$ cat config.mk
export PLATFORM = sky130hd
export DESIGN_NAME = fft_bitrev_reorder
export DESIGN_NICKNAME = d
export VERILOG_FILES = /design/src/rtl/fft_pkg.sv /design/src/rtl/fft_reorder_bank.sv /design/src/rtl/fft_bitrev_reorder.sv
export SDC_FILE = /design/constraint.sdc
export NUM_CORES = 1
export LEC_CHECK = 0
export CORE_ASPECT_RATIO = 1.5
export CORE_MARGIN = 8
export CORE_UTILIZATION = 35
export DETAILED_ROUTE_END_ITERATION = 10
export MAX_ROUTING_LAYER = met4
export PLACE_DENSITY_LB_ADDON = 0.1
export SYNTH_ARGS = -nofsm -noshare
export SYNTH_HDL_FRONTEND = slang
export SYNTH_SLANG_ARGS = --single-unit
$ cat constraint.sdc
create_clock -name clk -period 5.7 [get_ports clk]
set_input_delay 1.14 -clock clk [delete_from_list [all_inputs] [get_ports clk]]
set_output_delay 1.14 -clock clk [all_outputs]
set_load 0.005 [all_outputs]
$ cat src/rtl/fft_pkg.sv
// Shared types and helpers for the FFT output reorder path.
// Holds the complex sample type, the default component width and the
// index bit-reversal helper used to place bit-reversed arrivals.
package fft_pkg;

  localparam int FFT_NB_DEFAULT = 10;
  localparam int CPLX_NB        = FFT_NB_DEFAULT;

  typedef struct packed {
    logic signed [CPLX_NB-1:0] re;
    logic signed [CPLX_NB-1:0] im;
  } cplx_t;

  // Reverse the low nbits of idx; bits above nbits come back as zero.
  function automatic logic [31:0] bitrev(input logic [31:0] idx, input int unsigned nbits);
    logic [31:0] r;
    r = 32'd0;
    for (int unsigned i = 32'd0; i < 32'd32; i++) begin
      if (i < nbits) begin
        r[5'(nbits - 32'd1 - i)] = idx[5'(i)];
      end else begin
        r = r;
      end
    end
    return r;
  endfunction

endpackage

$ cat src/rtl/fft_reorder_bank.sv
// One frame bank of the ping-pong reorder memory: NS complex words with a
// write port, an asynchronous read port and a frame-full flag. Contents
// are not reset; only the full flag is.
module fft_reorder_bank
  import fft_pkg::*;
#(
  parameter int W  = 2 * FFT_NB_DEFAULT,
  parameter int NS = 8,
  parameter int AW = 3
) (
  input  logic          clk,
  input  logic          rst_n,
  input  logic          wr_en,
  input  logic [AW-1:0] wr_addr,
  input  logic [W-1:0]  wr_data,
  input  logic [AW-1:0] rd_addr,
  output logic [W-1:0]  rd_data,
  input  logic          set_full,
  input  logic          clr_full,
  output logic          full
);

  logic [W-1:0] mem_r [NS];

  // Store one complex word per accepted input; storage needs no reset.
  always_ff @(posedge clk) begin
    if (wr_en) begin
      mem_r[wr_addr] <= wr_data;
    end
  end

  assign rd_data = mem_r[rd_addr];

  // Frame-full flag: set when the last word lands, cleared when the reader releases it.
  always_ff @(posedge clk or negedge rst_n) begin
    if (!rst_n) begin
      full <= 1'b0;
    end else if (set_full) begin
      full <= 1'b1;
    end else if (clr_full) begin
      full <= 1'b0;
    end else begin
      full <= full;
    end
  end

endmodule

$ cat src/rtl/fft_bitrev_reorder.sv
// Bit-reversed to natural-order frame reorder buffer behind the radix-2 FFT.
// Two banks ping-pong: the writer fills one bank at bit-reversed addresses
// while the reader streams the other out in natural order through a
// registered output stage. in_ready depends on registers only.
// Optional build macro FFT_REORDER_FRAME_CHECK_EN adds in_last/frame_err
// framing checks on the input side.
module fft_bitrev_reorder
  import fft_pkg::*;
#(
  parameter int NB      = FFT_NB_DEFAULT,
  parameter int LOG2_NS = 3,
  parameter int NS      = 1 << LOG2_NS
) (
  input  logic               clk,
  input  logic               rst_n,
  input  logic               in_valid,
  output logic               in_ready,
  input  logic [NB-1:0]      in_re,
  input  logic [NB-1:0]      in_im,
`ifdef FFT_REORDER_FRAME_CHECK_EN
  input  logic               in_last,
  output logic               frame_err,
`endif
  output logic               out_valid,
  input  logic               out_ready,
  output logic [NB-1:0]      out_re,
  output logic [NB-1:0]      out_im,
  output logic [LOG2_NS-1:0] out_idx,
  output logic               out_last
);

  localparam logic [LOG2_NS-1:0] LAST_IDX = LOG2_NS'(NS - 1);

  logic                 wbank_r;
  logic                 rbank_r;
  logic [LOG2_NS-1:0]   wcnt_r;
  logic [LOG2_NS-1:0]   rcnt_r;

  logic [1:0]           full_s;
  logic [1:0]           wr_en_s;
  logic [1:0]           set_full_s;
  logic [1:0]           clr_full_s;
  logic [2*NB-1:0]      rd_data0_s;
  logic [2*NB-1:0]      rd_data1_s;
  logic [2*NB-1:0]      rd_sel_s;
  logic [LOG2_NS-1:0]   wr_addr_s;
  logic                 in_fire_s;
  logic                 commit_s;
  logic                 discard_s;
  logic                 load_s;
  logic                 release_s;
`ifdef FFT_REORDER_FRAME_CHECK_EN
  logic                 frame_err_s;
`endif

  assign in_ready = !full_s[wbank_r];

  // Write-side decode: transfer, bit-reversed address, frame commit or discard.
  always_comb begin
    in_fire_s = in_valid && !full_s[wbank_r];
    wr_addr_s = LOG2_NS'(bitrev(32'(wcnt_r), 32'(LOG2_NS)));
`ifdef FFT_REORDER_FRAME_CHECK_EN
    discard_s   = in_fire_s && in_last && (wcnt_r != LAST_IDX);
    commit_s    = in_fire_s && (wcnt_r == LAST_IDX);
    frame_err_s = discard_s || (in_fire_s && !in_last && (wcnt_r == LAST_IDX));
`else
    discard_s   = 1'b0;
    commit_s    = in_fire_s && (wcnt_r == LAST_IDX);
`endif
    wr_en_s    = {in_fire_s && wbank_r, in_fire_s && !wbank_r};
    set_full_s = {commit_s && wbank_r, commit_s && !wbank_r};
  end

  // Read-side decode: load the output stage when it is free and a full bank waits.
  always_comb begin
    load_s     = (!out_valid || out_ready) && full_s[rbank_r];
    release_s  = load_s && (rcnt_r == LAST_IDX);
    clr_full_s = {release_s && rbank_r, release_s && !rbank_r};
    rd_sel_s   = rbank_r ? rd_data1_s : rd_data0_s;
  end

  fft_reorder_bank #(.W(2*NB), .NS(NS), .AW(LOG2_NS)) u_bank0 (
    .clk      (clk),
    .rst_n    (rst_n),
    .wr_en    (wr_en_s[0]),
    .wr_addr  (wr_addr_s),
    .wr_data  ({in_re, in_im}),
    .rd_addr  (rcnt_r),
    .rd_data  (rd_data0_s),
    .set_full (set_full_s[0]),
    .clr_full (clr_full_s[0]),
    .full     (full_s[0])
  );

  fft_reorder_bank #(.W(2*NB), .NS(NS), .AW(LOG2_NS)) u_bank1 (
    .clk      (clk),
    .rst_n    (rst_n),
    .wr_en    (wr_en_s[1]),
    .wr_addr  (wr_addr_s),
    .wr_data  ({in_re, in_im}),
    .rd_addr  (rcnt_r),
    .rd_data  (rd_data1_s),
    .set_full (set_full_s[1]),
    .clr_full (clr_full_s[1]),
    .full     (full_s[1])
  );

  // Write counter and write-bank pointer; a discarded partial frame restarts at 0.
  always_ff @(posedge clk or negedge rst_n) begin
    if (!rst_n) begin
      wcnt_r  <= {LOG2_NS{1'b0}};
      wbank_r <= 1'b0;
    end else if (commit_s) begin
      wcnt_r  <= {LOG2_NS{1'b0}};
      wbank_r <= !wbank_r;
    end else if (discard_s) begin
      wcnt_r  <= {LOG2_NS{1'b0}};
      wbank_r <= wbank_r;
    end else if (in_fire_s) begin
      wcnt_r  <= wcnt_r + 1'b1;
      wbank_r <= wbank_r;
    end else begin
      wcnt_r  <= wcnt_r;
      wbank_r <= wbank_r;
    end
  end

  // Read counter and read-bank pointer; the counter wraps naturally after NS-1.
  always_ff @(posedge clk or negedge rst_n) begin
    if (!rst_n) begin
      rcnt_r  <= {LOG2_NS{1'b0}};
      rbank_r <= 1'b0;
    end else if (load_s) begin
      rcnt_r  <= rcnt_r + 1'b1;
      rbank_r <= release_s ? !rbank_r : rbank_r;
    end else begin
      rcnt_r  <= rcnt_r;
      rbank_r <= rbank_r;
    end
  end

  // Registered output stage; holds every field while stalled by out_ready.
  always_ff @(posedge clk or negedge rst_n) begin
    if (!rst_n) begin
      out_valid <= 1'b0;
      out_re    <= {NB{1'b0}};
      out_im    <= {NB{1'b0}};
      out_idx   <= {LOG2_NS{1'b0}};
      out_last  <= 1'b0;
    end else if (load_s) begin
      out_valid <= 1'b1;
      out_re    <= rd_sel_s[2*NB-1:NB];
      out_im    <= rd_sel_s[NB-1:0];
      out_idx   <= rcnt_r;
      out_last  <= (rcnt_r == LAST_IDX);
    end else if (out_ready) begin
      out_valid <= 1'b0;
    end else begin
      out_valid <= out_valid;
    end
  end

`ifdef FFT_REORDER_FRAME_CHECK_EN
  // One-cycle framing error pulse.
  always_ff @(posedge clk or negedge rst_n) begin
    if (!rst_n) begin
      frame_err <= 1'b0;
    end else begin
      frame_err <= frame_err_s;
    end
  end
`endif

endmodule
[Yosys cells after proc, flatten, opt, wreduce, memory -nomap -nowiden]
Memory sizes are Yosys's and may differ from the RTL's.
Index checks and enable logic that the tools add are counted.
Word-level totals
  flip-flop bits (word level): 35
  RAM bits: 320
  input bits: 24
  output and inout port bits: 26
  word-level logic and storage cells: 56
  memories kept: 2
Memory list
  u_bank0.mem_r: words 8, width 20, rd ports 1, clocked after Yosys merged registers in 0, wr ports 1, line fft_reorder_bank.sv:23  | logic [W-1:0] mem_r [NS];
  u_bank1.mem_r: words 8, width 20, rd ports 1, clocked after Yosys merged registers in 0, wr ports 1, line fft_reorder_bank.sv:23
Operators by class
  add/subtract/negate cells: 2
  magnitude comparators: 2
  equality and inequality tests: 2
  muxes and demuxes: 17
  reduce and logical (&&, ||, !) cells: 20
Operators with widths (count)
  $mux W20: 1
  $mux W1: 14
  $logic_and A1 B1 Y1: 10
  $reduce_bool A2 Y1: 4
  $add A3 B1 Y3 const B: 2
  $eq A3 B3 Y1 const B: 2
  $mux W3: 2
  $logic_not A1 Y1: 4
  $lt A1 B2 Y1 const B: 2
  $reduce_and A2 Y1: 1
  $logic_or A1 B1 Y1: 1

[Longest topological paths before layout]
  word-level depth: 7
  mapped depth: 6
  depth with buffers taken out: 5

[Modules after synthesis]
Synthesis repeated with hierarchy kept, for this count alone.
Second synthesis, totals
  cells, all modules: 607
  area total of the unflattened synthesis: 14131.1 um^2
Modules (own cells, without submodules)
  fft_reorder_bank: times used 2, cells an instance 247, area an instance 6248.5 um^2, seq. area each 4829.6 um^2
  fft_bitrev_reorder: times used 1, cells an instance 113, area an instance 1634.1 um^2, seq. area each 825.8 um^2

[Worst setup path after synthesis]
OpenSTA, ideal clock, no wires.
  path type: input port to flip-flop
  start point: in in_valid
  end point: mem u_bank0.mem_r[0][0] in the netlist's numbering (enable)
  setup time: 397 ps
  data arrival time: 2539 ps
  required time: 5303 ps
  slack: 2764 ps
  cell stages on the path: 4
  buffers on the path: 1
  path through: clkbuf_1 nor2b_1 nand2_1 nor2_1
Between the ends
  longest elaborated chain between the ends: 4
RTL lines
  from (decl): line fft_bitrev_reorder.sv:16  | input logic in_valid,
  $logic_and A1 B1 Y1: line fft_bitrev_reorder.sv:60  | in_fire_s = in_valid && !full_s[wbank_r];
  $logic_and A1 B1 Y1: line fft_bitrev_reorder.sv:70  | wr_en_s = {in_fire_s && wbank_r, in_fire_s && !wbank_r};
  $mux W1: line fft_reorder_bank.sv:27  | if (wr_en) begin
  $mux W1 (not written as such): line fft_reorder_bank.sv:28  | mem_r[wr_addr] <= wr_data;
  to (decl): line fft_reorder_bank.sv:23
No other way between the ends.

[Final worst setup path]
  start point: reg wbank_r
  end point: out in_ready
Between the ends
  longest elaborated chain between the ends: 3
RTL lines
  from (decl): line fft_bitrev_reorder.sv:34  | logic wbank_r;
  from (signal assigned): line fft_bitrev_reorder.sv:115  | wbank_r <= !wbank_r;
  from (signal assigned): line fft_bitrev_reorder.sv:118  | wbank_r <= wbank_r;
  from (signal assigned): line fft_bitrev_reorder.sv:121  | wbank_r <= wbank_r;
  $mux W1 (not written as such) (2 in a row): line fft_bitrev_reorder.sv:56  | assign in_ready = !full_s[wbank_r];
  $logic_not A1 Y1: line fft_bitrev_reorder.sv:56
  to (decl): line fft_bitrev_reorder.sv:17  | output logic in_ready,
No other way between the ends. The select of a mux whose other input is x is not followed.

==> results.txt <==
CP delay by family, top -> buffers and inverters
Clock Skews -> 0.0176 ns
DRC -> 0
max_cap viols -> 0
Synth cell types -> 33
CTS Hold Buffers Added -> 0
via count -> 6280
post-synthesis net count -> 653
Pwr Total -> 7960 uW
DRT Pass-1 Iters -> 5
Post-CTS Setup Bufs -> 0
CP max stage cell -> clkdlybuf4s50_1
worst endpoint data arrival time -> 1.91 ns
Synth area leader -> edfxtp_1
Setup crit end kind -> primary output
# diodes -> 0
Peak Freq -> 327 MHz
Final Cycle Share -> 53.6%
global-route wire length before repair -> 48200 um
Die X -> 178 um
Total GRT Usage -> 15.0%
Slew headroom -> 15.0%
WP buf/inv -> 1
CORE AREA -> 39100 sq um
die area -> 46100 sq um
final worst slack -> 2.65 ns
Fin Hold WS -> 0.504 ns
Layout area overhead -> 15.4%
hpwl dp -> 20300 um
wire per inst -> 27.1 um
TritonCTS clock tree -> yes
top cell type's share of synthesized area -> 69.7%
Avg Inst Size Synth -> 22.2 sq um
status -> completed
Synth async-reset ratio -> 9.86%
# rows -> 89
Post-Place Worst Slack -> 2.07 ns
die span in y -> 259 um
Netlist Area Pre-Place -> 13800 sq um
VDD IR-drop max -> 0.346 mV
Routability Congestion -> 0.793
total detailed-routing wirelength -> 32800 um
number of flops mapped to enable cells by yosys -> 320
# IOs -> 50
post-route setup TNS -> 0 ns
LEAKAGE -> 0.00515 uW
total clock sinks -> 355
CTS clk-pin slew, worst paths -> 0.07 ns
CP Class -> reg -> out
sequential fraction of the synthesis area -> 76.0%
layout cell share with drive strength beyond 1 -> 25.2%
maximum number of pins on one net before global-route repair -> 47
Syn. warnings -> 0
root buffer cell -> clkbuf_16
initial antenna violation count -> 0
Period minus WS final -> 3.05 ns
power per cell area -> 500 nW/um^2
Synth Flop Type -> edfxtp_1
Worst Path Required -> 4.56 ns
Initial Util -> 35.3%
H-Tree Depth -> 2
Initial DRC Count -> 443
post-placement cell area -> 14800 sq um
Crit Path Max Fanout -> 6
Max Slew Vio Count -> 0
flops & latches, synth -> 355
CTS resizes -> 0
synth top area cells -> edfxtp_1, mux4_2, dfrtp_1, mux4_1, a221oi_2
RSZ-0062 raised after global routing -> false
vias in the first global route -> 6812
Synth Instances -> 621
Min-Delay Path Class -> reg -> reg
Vias/cell -> 5.19
CP max stage delay -> 0.58 ns
fillers -> 3410
worst-path cell chain -> mux2i_1, clkdlybuf4s50_1
Setup Viol. Count Final -> 0
Critical Path Start Type -> flip-flop
IO Port Bufs -> 49
GRT overflow -> 0
Final Cell Area -> 15900 sq um
Least-Margin Pin Slew -> 1.27 ns
nets@finish -> 717
total CTS buffers -> 36
clk buf depth -> 3
Antenna Nets Post-Route -> 0
Fin. Hold Viols -> 0
Skew-Pair Late Insertion Delay -> 0.52 ns
## registers in the layout (all words and copies together), names as in the netlist
name / flops
u_bank0.mem_r: 160
u_bank1.mem_r: 160
out_im: 10
out_re: 10
out_idx: 3
rcnt_r: 3
wcnt_r: 3
out_last: 1
out_valid: 1
rbank_r: 1
u_bank0.full: 1
u_bank1.full: 1
wbank_r: 1
## placed cells by master, fill, tap and decap left out, drive strengths merged, types with 2 or more instances in the layout
cell           netlist  layout
a21o                 2       2
a21oi               20      20
a221oi              20      20
a31oi                2       2
buf                 27      15
bufinv               0       2
clkbuf              10      47
clkdlybuf4s50        0      48
clkinv               0      14
dfrtp               35      35
edfxtp             320     320
ha                   8       8
inv                  5       5
mux2                 9       9
mux2i               21      21
mux4                80      80
nand2                6       6
nand2b               4       4
nand3                5       5
nor2                18      18
o22ai               20      20
or2                  2       2
## power by group
group | switching (uW) | total, uW | internal [uW]
Clock | 964 | 2270 | 1310
Sequential | 301 | 3440 | 3140
Combinational | 1180 | 2240 | 1070
Total | 2440 | 7960 | 5520
## cell families after synthesis
family | share of synthesized area [%]
buf+inv | 2.07
compound gates | 3.95
simple gates | 1.32
xor+xnor | 0.127
mux | 15.8
flops | 76.0
fa+ha+maj | 0.726
## metal layers
metal  GRT usage [%]  up-vias  share of wire (%)
met5               -        -                  0
met1            18.4     3318                 41
li1                -     2743                  -
met2            24.9      168                 51
met3            2.13       51                4.0
met4            5.43        0                3.1
## metrics by stage
step	utilization [%]	instances
after global placement	37.9	1147
final	40.7	1211
after floorplan	-	621
after CTS	40.7	1211
after global routing	40.7	1211
after detailed placement	37.9	1147
## cells in the mapped netlist (2+ instances only)
master	instances
or2_2	2
buf_2	15
o22ai_1	19
nand3_1	5
mux2_2	8
a221oi_2	17
edfxtp_1	320
mux2i_1	21
clkbuf_1	9
nand2_1	6
a31oi_1	2
inv_1	5
a21o_1	2
ha_1	8
buf_6	10
nand2b_1	4
dfrtp_1	35
buf_12	2
a21oi_1	20
mux4_1	16
nor2_1	18
mux4_2	64
a221oi_1	3
## final timing paths
path                                   startpoint                endpoint  slack [ns]  cells after the start
setup / recovery              wbank_r$_DFFE_PN0N_                in_ready        2.65                      2
hold / removal             out_idx[1]$_DFFE_PN0P_  out_idx[1]$_DFFE_PN0P_        0.50                      1
setup reg to reg            rcnt_r[1]$_DFFE_PN0P_   out_re[3]$_DFFE_PN0P_        2.96                      4
hold reg to reg            out_idx[1]$_DFFE_PN0P_  out_idx[1]$_DFFE_PN0P_        0.50                      1
max in group asynchronous                   rst_n   rcnt_r[1]$_DFFE_PN0P_        4.35                      1
min in group asynchronous                   rst_n   out_valid$_DFFE_PN0P_        0.73                      1
## worst register-to-register path: stages (launching register included)
cell	delay [ns]
dfrtp_4	0.94
buf_12	0.41
mux4_1	0.64
o22ai_1	0.44
a221oi_2	0.14
## cell type report
class	count	area (sq um)	share of cell area (%)
Clock buffer	47	983	6.18
Clock inverter	17	136	0.857
Inverter	5	18.8	0.118
Multi-Input combinational cell	224	3060	19.2
Sequential cell	355	10500	65.9
Tap cell	500	626	3.93
Timing Repair Buffer	63	603	3.79
(Power assumes the default switching activity.)
